<file path="config.mk">
export PLATFORM = sky130hd
export DESIGN_NAME = range_mult_pipe
export DESIGN_NICKNAME = d
export VERILOG_FILES = /design/src/rtl/range_mult_pipe.sv
export SDC_FILE = /design/constraint.sdc
export NUM_CORES = 1
export LEC_CHECK = 0
export CELL_PAD_IN_SITES_DETAIL_PLACEMENT = 0
export CELL_PAD_IN_SITES_GLOBAL_PLACEMENT = 1
export CORE_ASPECT_RATIO = 1.1
export CORE_MARGIN = 3
export CORE_UTILIZATION = 45
export DETAILED_ROUTE_END_ITERATION = 8
export GPL_TIMING_DRIVEN = 0
export PLACE_DENSITY = 0.88
export RECOVER_POWER = 100
export SYNTH_ARGS = -nofsm -noshare
export SYNTH_HDL_FRONTEND = slang
export SYNTH_SLANG_ARGS = --single-unit
</file>
<file path="constraint.sdc">
create_clock -name clk -period 5.63 [get_ports clk]
set_input_delay 0.8445 -clock clk [delete_from_list [all_inputs] [get_ports clk]]
set_output_delay 0.8445 -clock clk [all_outputs]
set_load 0.05 [all_outputs]
</file>
<file path="src/rtl/range_mult_pipe.sv">
`default_nettype none
// =============================================================================
// range_mult_pipe : 2-stage AV1 range-split multiplier, valid/ready both sides.
// Optional build macro RANGE_MULT_PIPE_STATS_EN adds stat_ops/stat_stalls.
// Revision: 1.0 - initial release
// =============================================================================

module vedic_2x2 (
    input  logic [1:0] a_i,
    input  logic [1:0] b_i,
    output logic [3:0] p_o
);
    logic w_m10, w_m01, w_m11, w_c1;

    assign w_m10  = a_i[1] & b_i[0];
    assign w_m01  = a_i[0] & b_i[1];
    assign w_m11  = a_i[1] & b_i[1];
    assign w_c1   = w_m10 & w_m01;
    assign p_o[0] = a_i[0] & b_i[0];
    assign p_o[1] = w_m10 ^ w_m01;
    assign p_o[2] = w_m11 ^ w_c1;
    assign p_o[3] = w_m11 & w_c1;
endmodule

module range_mult_pipe #(
    parameter int RANGE_WIDTH = 16,
    parameter int SYM_WIDTH   = 5,
    parameter int OUT_WIDTH   = RANGE_WIDTH + 1
) (
    input  logic                   clk,
    input  logic                   reset,
    input  logic                   in_valid,
    output logic                   in_ready,
    input  logic [RANGE_WIDTH-1:0] in_range,
    input  logic [RANGE_WIDTH-1:0] in_cdf,
    input  logic [SYM_WIDTH-1:0]   in_nsyms,
    input  logic [SYM_WIDTH-1:0]   in_symbol,
    output logic                   out_valid,
    input  logic                   out_ready,
    output logic [OUT_WIDTH-1:0]   out_u,
    output logic                   out_err
`ifdef RANGE_MULT_PIPE_STATS_EN
    ,
    output logic [31:0]            stat_ops,
    output logic [31:0]            stat_stalls
`endif
);
    localparam int A_W    = 8;
    localparam int B_W    = 10;
    localparam int A_LSB  = RANGE_WIDTH - A_W;
    localparam int B_LSB  = RANGE_WIDTH - B_W;
    localparam int A_DIG  = A_W / 2;
    localparam int B_DIG  = B_W / 2;
    localparam int PROD_W = A_W + B_W;
    localparam int T_W    = SYM_WIDTH + 2;

    logic                 s1_valid_q, out_valid_q;
    logic [A_W-1:0]       a_q, a_d;
    logic [B_W-1:0]       b_q, b_d;
    logic [T_W-1:0]       t_q, t_d;
    logic                 s1_err_q, err_d;
    logic [OUT_WIDTH-1:0] out_u_q, u_d;
    logic                 out_err_q;
    logic                 s2_ready;
    logic [PROD_W-1:0]    prod;
    logic [3:0]           pp [A_DIG*B_DIG];
    logic                 w_unused;

    assign w_unused = ^{in_range[A_LSB-1:0], in_cdf[B_LSB-1:0]};

    // Output stage can take new data when empty or when its result leaves.
    assign s2_ready = !out_valid_q | out_ready;
    assign in_ready = !s1_valid_q | s2_ready;

    assign a_d   = in_range[RANGE_WIDTH-1:A_LSB];
    assign b_d   = in_cdf[RANGE_WIDTH-1:B_LSB];
    assign err_d = in_symbol > in_nsyms;
    assign t_d   = err_d ? '0 : {in_nsyms - in_symbol, 2'b00};

    generate
        for (genvar i = 0; i < A_DIG; i++) begin : g_row
            for (genvar j = 0; j < B_DIG; j++) begin : g_col
                vedic_2x2 u_pp (
                    .a_i (a_q[2*i +: 2]),
                    .b_i (b_q[2*j +: 2]),
                    .p_o (pp[i*B_DIG + j])
                );
            end
        end
    endgenerate

    // Each 2x2 digit product lands at bit 2*(i+j) of the full product.
    always_comb begin
        prod = '0;
        for (int i = 0; i < A_DIG; i++) begin
            for (int j = 0; j < B_DIG; j++) begin
                prod = prod + (PROD_W'(pp[i*B_DIG + j]) << (2 * (i + j)));
            end
        end
    end

    assign u_d = OUT_WIDTH'(prod >> 1) + OUT_WIDTH'(t_q);

    always_ff @(posedge clk or negedge reset) begin
        if (!reset) begin
            s1_valid_q  <= 1'b0;
            a_q         <= '0;
            b_q         <= '0;
            t_q         <= '0;
            s1_err_q    <= 1'b0;
            out_valid_q <= 1'b0;
            out_u_q     <= '0;
            out_err_q   <= 1'b0;
        end else begin
            if (in_ready) begin
                s1_valid_q <= in_valid;
                if (in_valid) begin
                    a_q      <= a_d;
                    b_q      <= b_d;
                    t_q      <= t_d;
                    s1_err_q <= err_d;
                end
            end
            if (s2_ready) begin
                out_valid_q <= s1_valid_q;
                if (s1_valid_q) begin
                    out_u_q   <= u_d;
                    out_err_q <= s1_err_q;
                end
            end
        end
    end

    assign out_valid = out_valid_q;
    assign out_u     = out_u_q;
    assign out_err   = out_err_q;

`ifdef RANGE_MULT_PIPE_STATS_EN
    logic [31:0] stat_ops_q, stat_stalls_q;

    always_ff @(posedge clk or negedge reset) begin
        if (!reset) begin
            stat_ops_q    <= '0;
            stat_stalls_q <= '0;
        end else begin
            if (out_valid_q && out_ready) begin
                stat_ops_q <= stat_ops_q + 32'd1;
            end
            if (out_valid_q && !out_ready) begin
                stat_stalls_q <= stat_stalls_q + 32'd1;
            end
        end
    end

    assign stat_ops    = stat_ops_q;
    assign stat_stalls = stat_stalls_q;
`endif

endmodule

`default_nettype wire

</file>
==> results of run 1 <==
==> cell type report <==
class,instances,area (µm²),area share [%]
Buffer,10,40.04,0.6050
Clock buffer,6,138.9,2.099
Clock inverter,2,38.79,0.5861
Inverter,94,352.8,5.332
Multi-Input combinational cell,410,4073,61.54
Sequential cell,44,1116,16.87
Tap cell,150,187.7,2.836
Timing Repair Buffer,74,670.6,10.13
==> metrics by stage <==
step                hold WS (ns)  cells
global placement          0.4734    766
floorplan                 0.4551    565
global route              0.5293    790
detailed placement        0.4732    767
CTS                       0.4174    770
finish                    0.4884    790
==> final timing paths <==
kind / start / endpoint / slack (ns) / cells after the start
max: b_q[4] / out_u[16] / 0.18 / 18
min: t_q[2] / t_q[2] / 0.49 / 2
max reg2reg: b_q[4] / out_u[16] / 0.18 / 18
min reg2reg: t_q[2] / t_q[2] / 0.49 / 2
max in group asynchronous: reset / b_q[4] / 2.78 / 2
min in group asynchronous: reset / b_q[6] / 0.50 / 1
==> Yosys cell counts (2+ instances only) <==
cell,n,share of area (%)
sky130_fd_sc_hd__inv_1,94,6.4
sky130_fd_sc_hd__ha_1,80,18
sky130_fd_sc_hd__and2_1,74,8.5
sky130_fd_sc_hd__fa_1,52,19
sky130_fd_sc_hd__dfrtp_1,44,20
sky130_fd_sc_hd__nand2_1,29,2.0
sky130_fd_sc_hd__mux2_2,23,4.7
sky130_fd_sc_hd__o21ai_0,20,1.8
sky130_fd_sc_hd__clkbuf_1,15,1.0
sky130_fd_sc_hd__xnor2_1,15,2.4
sky130_fd_sc_hd__nor2_1,11,0.75
sky130_fd_sc_hd__a21oi_1,8,0.73
sky130_fd_sc_hd__nand2b_1,7,0.80
sky130_fd_sc_hd__xor2_1,7,1.1
sky130_fd_sc_hd__a21o_1,6,0.82
sky130_fd_sc_hd__nand3_1,6,0.55
sky130_fd_sc_hd__nor2b_1,6,0.69
sky130_fd_sc_hd__nand4_1,5,0.57
sky130_fd_sc_hd__nor3_1,5,0.46
sky130_fd_sc_hd__o21ai_1,5,0.46
sky130_fd_sc_hd__a211oi_1,4,0.55
sky130_fd_sc_hd__a22o_1,3,0.48
sky130_fd_sc_hd__o2111ai_1,3,0.48
sky130_fd_sc_hd__o21bai_1,3,0.41
sky130_fd_sc_hd__a21oi_2,2,0.32
sky130_fd_sc_hd__a31oi_1,2,0.23
sky130_fd_sc_hd__buf_2,2,0.18
sky130_fd_sc_hd__nand3b_1,2,0.27
sky130_fd_sc_hd__nor3_2,2,0.37
sky130_fd_sc_hd__nor4_2,2,0.46
sky130_fd_sc_hd__o21ai_2,2,0.32
sky130_fd_sc_hd__o31ai_1,2,0.27
==> registers in the layout, summed over array words and instances (netlist names) <==
name        cells
out_valid       1
b_q            10
s1_valid_q      1
t_q             5
out_err         1
a_q             8
out_u          17
s1_err_q        1
==> routing by layer <==
layer	GRT usage, %	part of all wire, %	vias to the layer above
met5	0	0	-
met4	2.966	1.2	0
met3	2.335	3.0	12
met2	31.90	51	67
met1	24.21	45	2022
li1	-	-	1993
==> worst max-delay path, stage by stage (launching register included) <==
cell and delay (ns):
sky130_fd_sc_hd__dfrtp_2 0.45, sky130_fd_sc_hd__buf_4 0.17, sky130_fd_sc_hd__and2_1 0.15, sky130_fd_sc_hd__ha_1 0.31, sky130_fd_sc_hd__fa_1 0.51, sky130_fd_sc_hd__fa_1 0.56
sky130_fd_sc_hd__fa_1 0.52, sky130_fd_sc_hd__fa_1 0.54, sky130_fd_sc_hd__inv_1 0.07, sky130_fd_sc_hd__fa_1 0.54, sky130_fd_sc_hd__inv_1 0.07, sky130_fd_sc_hd__ha_4 0.28
sky130_fd_sc_hd__o21ai_0 0.08, sky130_fd_sc_hd__o21bai_1 0.18, sky130_fd_sc_hd__and4b_2 0.29, sky130_fd_sc_hd__and4_1 0.21, sky130_fd_sc_hd__nand4_1 0.10, sky130_fd_sc_hd__xnor2_1 0.20
sky130_fd_sc_hd__o21ai_1 0.08
==> kinds of logic (layout without fill, tap and decap cells) <==
logic type / count (synthesis) / after routing / share of synthesized area [%]
AND/OR/NAND/NOR: 160 / 160 / 17.28
flip-flops: 44 / 44 / 20.12
XOR/XNOR: 23 / 23 / 3.818
multiplexers: 23 / 23 / 4.733
AO/OA/AOI/OAI: 72 / 72 / 9.077
adder cells (fa/ha/maj): 132 / 132 / 37.31
buffers and inverters: 111 / 186 / 7.659
==> what timing repair did <==
item                       CTS  global route
pin swaps                    0            16
setup buffers                0            22
hold buffers                 0             0
resized for setup            3            29
setup endpoints to repair    5             7
==> parameters.txt, run 1 <==
Parameter                              Value

Timing
  Upper clock frequency limit ... 0.1834 GHz
  Final critical delay including setup and external delays ... 5.452 ns
  Hold Fails Final Rpt ... 0
  Unrepaired setup endpoints after global routing ... true
  Headroom to the max-slew limit ... -31.25%
  Setup violation total in the final timing report ... 0
  Count of pins over their slew limit ... 37
  Skew final ... 0.01218 ns
  Sum of negative setup slack ... 0 ns
  PnR worst setup slack ... roughly 0.18 ns
  Period utilisation layout ... roughly 97%
  Worst Max-Slew Pin Slew ... about 2.0 ns

Route
  Via total after detailed routing ... 4094
  Number of DRC markers after the initial detailed-route iteration ... about 130
  Final WL ... 11880 µm
  Router iterations before antenna repair ... 4
  Post-route DRC violation count ... 0
  Drt wl/cell ... 15.04 µm
  Average via count per standard cell ... 5.182
  Antenna Violating Nets Remaining ... 0

Final layout
  Post-synthesis to final-layout area growth ... 20.92%
  Filler Cells Inserted ... 1023
  Summed area of non-filler cells in the final layout ... between 6000 and 7000 µm²
  Share of post-route cells with drive strength above 1 ... 14.69%
  Post-layout nets ... 817
  Leading cell type in the layout, fill and taps excluded ... sky130_fd_sc_hd__inv_1
  Final cell utilization of the core ... a little under three fifths
  Number of diodes ... 0
  Most frequent cells in the layout ... sky130_fd_sc_hd__inv_1, sky130_fd_sc_hd__ha_1, sky130_fd_sc_hd__and2_1

CTS
  Clk Tree Root Cell ... sky130_fd_sc_hd__clkbuf_16
  H-tree levels ... 2
  Worst-Skew Late Latency ... slightly below 0.3 ns
  Maximum clock insertion buffer count ... 2
  TritonCTS sink count ... 44
  Clock-pin slew of the registers on the worst-case setup and hold paths ... 0.06 ns
  Inserted Clock Buffers ... 5
  TritonCTS clock tree ... yes

Place
  Number of I/O port buffers ... 51
  Gp weighted congestion ... around 0.83
  HPWL reported at the end of detailed placement ... ~9400 µm
  Placed standard-cell area ... a little over 6000 µm²
  Worst Setup Slack post-DPL ... -0.05518 ns

Worst setup path
  CP startpoint kind ... register
  Category of the critical setup timing path ... reg2reg
  CP Max Fanout ... 5
  Critical Path Sink Type ... register
  Required time reported for the critical path endpoint ... 5.78 ns
  Arrival time at the worst endpoint ... between 5 and 6 ns

Hold path
  Path class of the lowest-slack min-delay path ... reg2reg

Yosys
  Asr flop ratio synth ... 100.0%
  Syn Nets ... 743
  Sequential-to-total area share from yosys stat ... between 20% and 30%
  Library cells used by synthesis ... 56
  Syn Area/Cell ... 9.686 µm²
  Number of synthesized flops with an enable pin ... 0
  Cell count after synthesis ... 565
  Total of flip-flops plus latches after synthesis ... 44
  Cell area after synthesis ... 5473 µm²
  Synth Warn # ... 0
  Primary FF master, synth ... sky130_fd_sc_hd__dfrtp_1

Run
  Total of max-cap violations ... 1

Global routing
  Maximum number of pins on one net before global-route repair ... 37
  Vias in the first global route ... ~4400
  Global route overflow ... 0
  Initial antenna violation count ... 0
  Overall global routing resource usage ... 18.02%
  Global-route wire length before repair ... 20440 µm

Floorplanning
  Io pins ... 66
  Die ar. ... 13520 µm²
  Cell row count ... around 40
  Initial Utilization ... 46.79%
  Area of the core region ... 11700 µm²
  Die boundary width ... 111.1 µm
  Height of the chip ... about 120 µm

Status
  Violated checks ... max-capacitance violations, max-slew violations
  Run status ... finished, violations left
Power of run 1 is not shown: default switching activity piles up to over one toggle a cycle in this logic, so the estimate is an artifact.
==> run 2: changes to the inputs <==
--- a/config.mk
+++ b/config.mk
@@ -14,3 +14,3 @@
 export GPL_TIMING_DRIVEN = 0
-export PLACE_DENSITY = 0.88
+export PLACE_DENSITY_LB_ADDON = 0.1
 export RECOVER_POWER = 100
==> constraint.sdc (replaced) <==
create_clock -name clk -period 5.63 [get_ports clk]
set_input_delay 1.126 -clock clk [delete_from_list [all_inputs] [get_ports clk]]
set_output_delay 1.126 -clock clk [all_outputs]
set_load 0.05 [all_outputs]
==> parameters.txt, run 2 (synthesis results as in run 1) <==
Parameter                              Value

Status
  Run status ... finished, violations left
  Violated checks ... max-capacitance violations, max-slew violations

Route
  Router iterations before antenna repair ... 4 (unchanged)
  Number of DRC markers after the initial detailed-route iteration ... 89 (-32%)
  Via total after detailed routing ... 4030 (-1.6%)
  Post-route DRC violation count ... 0 (unchanged)
  Average via count per standard cell ... 5.082 (-1.9%)
  Final WL ... 12040 µm (+1.4%)
  Antenna Violating Nets Remaining ... 0 (unchanged)
  Drt wl/cell ... 15.19 µm (+0.97%)

CTS
  Maximum clock insertion buffer count ... 2 (unchanged)
  Worst-Skew Late Latency ... 0.29 ns (about the same)
  Clk Tree Root Cell ... sky130_fd_sc_hd__clkbuf_16
  H-tree levels ... 2 (unchanged)
  Clock-pin slew of the registers on the worst-case setup and hold paths ... 0.06 ns (about the same)
  TritonCTS clock tree ... yes
  Post-CTS Hold Buffers ... 0 (unchanged)
  Inserted Clock Buffers ... 5 (unchanged)
  TritonCTS sink count ... 44 (unchanged)

Timing
  Headroom to the max-slew limit ... -3.525% (+28 points)
  Upper clock frequency limit ... 0.1843 GHz (+0.46%)
  Period utilisation layout ... 96.39% (-0.44 points)
  Unrepaired setup endpoints after global routing ... true
  PnR worst setup slack ... 0.2032 ns (+0.02504 ns)
  Worst Max-Slew Pin Slew ... 1.553 ns (-0.4159 ns)
  Setup violation total in the final timing report ... 0 (unchanged)
  Min Hold Slack ... 0.4877 ns (-0.0006750 ns)
  Skew final ... 0.003602 ns (-0.008575 ns)
  Count of pins over their slew limit ... 29 (-22%)
  Hold Fails Final Rpt ... 0 (unchanged)
  Final critical delay including setup and external delays ... 5.427 ns (-0.02504 ns)

Floorplanning
  Area of the core region ... 11700 µm² (unchanged)
  Initial Utilization ... 46.79% (unchanged)
  Die ar. ... 13520 µm² (unchanged)
  Die boundary width ... 111.1 µm (unchanged)
  Height of the chip ... 121.7 µm (unchanged)
  Io pins ... 66 (unchanged)
  Cell row count ... 41 (unchanged)

Worst setup path
  Cell class contributing the biggest share of worst-path delay ... adder cells
  Required time reported for the critical path endpoint ... 5.79 ns (about the same)
  Setup slack on the worst flop-to-flop path ... 0.20 ns (+0.03 ns)
  Critical Path Sink Type ... register
  Category of the critical setup timing path ... reg2reg
  CP Max Fanout ... 5 (unchanged)
  Slowest cell on crit path ... sky130_fd_sc_hd__fa_1
  Cells along the critical path ... buf_4 -> and2_1 -> ha_1 -> ha_1 -> inv_1 -> fa_1 -> inv_1 -> fa_1 -> fa_1 -> inv_1 -> fa_1 -> inv_1 -> ha_4 -> nor2b_1 -> o2111a_2 -> o31ai_4 -> o311ai_4 -> nor4_2 -> xnor2_1 -> o21ai_1
  Number of buffer and inverter instances along the worst setup path ... 5 (+2)
  Worst stage delay on the critical path ... 0.57 ns (about the same)
  CP startpoint kind ... register
  Arrival time at the worst endpoint ... 5.59 ns (about the same)

Place
  Number of I/O port buffers ... 51 (unchanged)
  Worst Setup Slack post-DPL ... -0.08548 ns (-0.03030 ns)
  HPWL reported at the end of detailed placement ... 9783 µm (+3.7%)
  Gp weighted congestion ... 0.8148 (-1.4%)

Final layout
  Post-layout nets ... 821 (+0.49%)
  Most frequent cells in the layout ... sky130_fd_sc_hd__inv_1, sky130_fd_sc_hd__and2_1, sky130_fd_sc_hd__ha_1
  Share of post-route cells with drive strength above 1 ... 16.17% (+1.5 points)
  Number of diodes ... 0 (unchanged)
  Leading cell type in the layout, fill and taps excluded ... sky130_fd_sc_hd__inv_1
  Flip-flop count of the largest register, all copies and words added ... 17 (unchanged)
  Post-synthesis to final-layout area growth ... 21.47%

Run
  Total of max-cap violations ... 1 (unchanged)

Global routing
  Global Route met1 Usage ... 25.45% (+1.2 points)
  Global route overflow ... 0 (unchanged)
  Vias in the first global route ... 4299 (-1.6%)
  Maximum number of pins on one net before global-route repair ... 29 (-22%)
  Global Route met2 Usage ... 31.75% (-0.15 points)
  Initial antenna violation count ... 0 (unchanged)
  Global-route wire length before repair ... 20760 µm (+1.6%)
  GR peak layer ... met2
  Overall global routing resource usage ... 18.87% (+0.85 points)
  Met3 layer usage reported by global route ... 3.328% (+0.99 points)

Hold path
  Path class of the lowest-slack min-delay path ... reg2reg
==> run 2: final timing paths <==
check / to / depth (start not counted) / startpoint
worst max-delay path: out_u[15] / 20 / b_q[2]
worst min-delay path: out_u[16] / 2 / out_u[16]
worst max register to register: out_u[15] / 20 / b_q[2]
worst min register to register: out_u[16] / 2 / out_u[16]
max in group asynchronous: b_q[4] / 2 / reset
min in group asynchronous: s1_err_q / 1 / reset
==> run 2: layer usage <==
| metal | up-vias | routed length, µm |
|---|---|---|
| met5 | - | 0 |
| met4 | 0 | 134 |
| met3 | 10 | 311 |
| met2 | 49 | 5958 |
| met1 | 1960 | 5638 |
| li1 | 2011 | - |
==> run 2: tightest hold or removal path: stages (launching register included) <==
cell                      delay, ns
sky130_fd_sc_hd__dfrtp_1       0.34
sky130_fd_sc_hd__nand2_1       0.05
sky130_fd_sc_hd__o21ai_1       0.06
==> run 2: through the flow <==
stage / util, % / std cells / TNS, ns / area (µm²)
floorplan: - / 565 / 0 / 5473
global placement: 52.76 / 766 / -0.1062 / 6171
detailed placement: 52.89 / 767 / -0.2343 / 6186
CTS: 53.97 / 769 / 0 / 6312
global route: 56.84 / 793 / -0.03435 / 6648
finish: 56.84 / 793 / 0 / 6648
==> run 2: cell type report <==
| class | count | area [µm²] |
|---|---|---|
| Fill cell | 1072 | 5049 |
| Multi-Input combinational cell | 410 | 4105 |
| Sequential cell | 44 | 1116 |
| Timing Repair Buffer | 76 | 704.4 |
| Inverter | 94 | 352.8 |
| Tap cell | 150 | 187.7 |
| Clock buffer | 6 | 128.9 |
| Buffer | 12 | 47.55 |
| Clock inverter | 1 | 5.005 |
==> run 2: timing repair <==
action	CTS	global route
setup buffers	0	24
gates resized for setup	4	41
endpoints found under the setup margin	5	7
hold endpoints to repair	0	0
pin swaps	0	22
Power of run 2 is left out for the same reason.
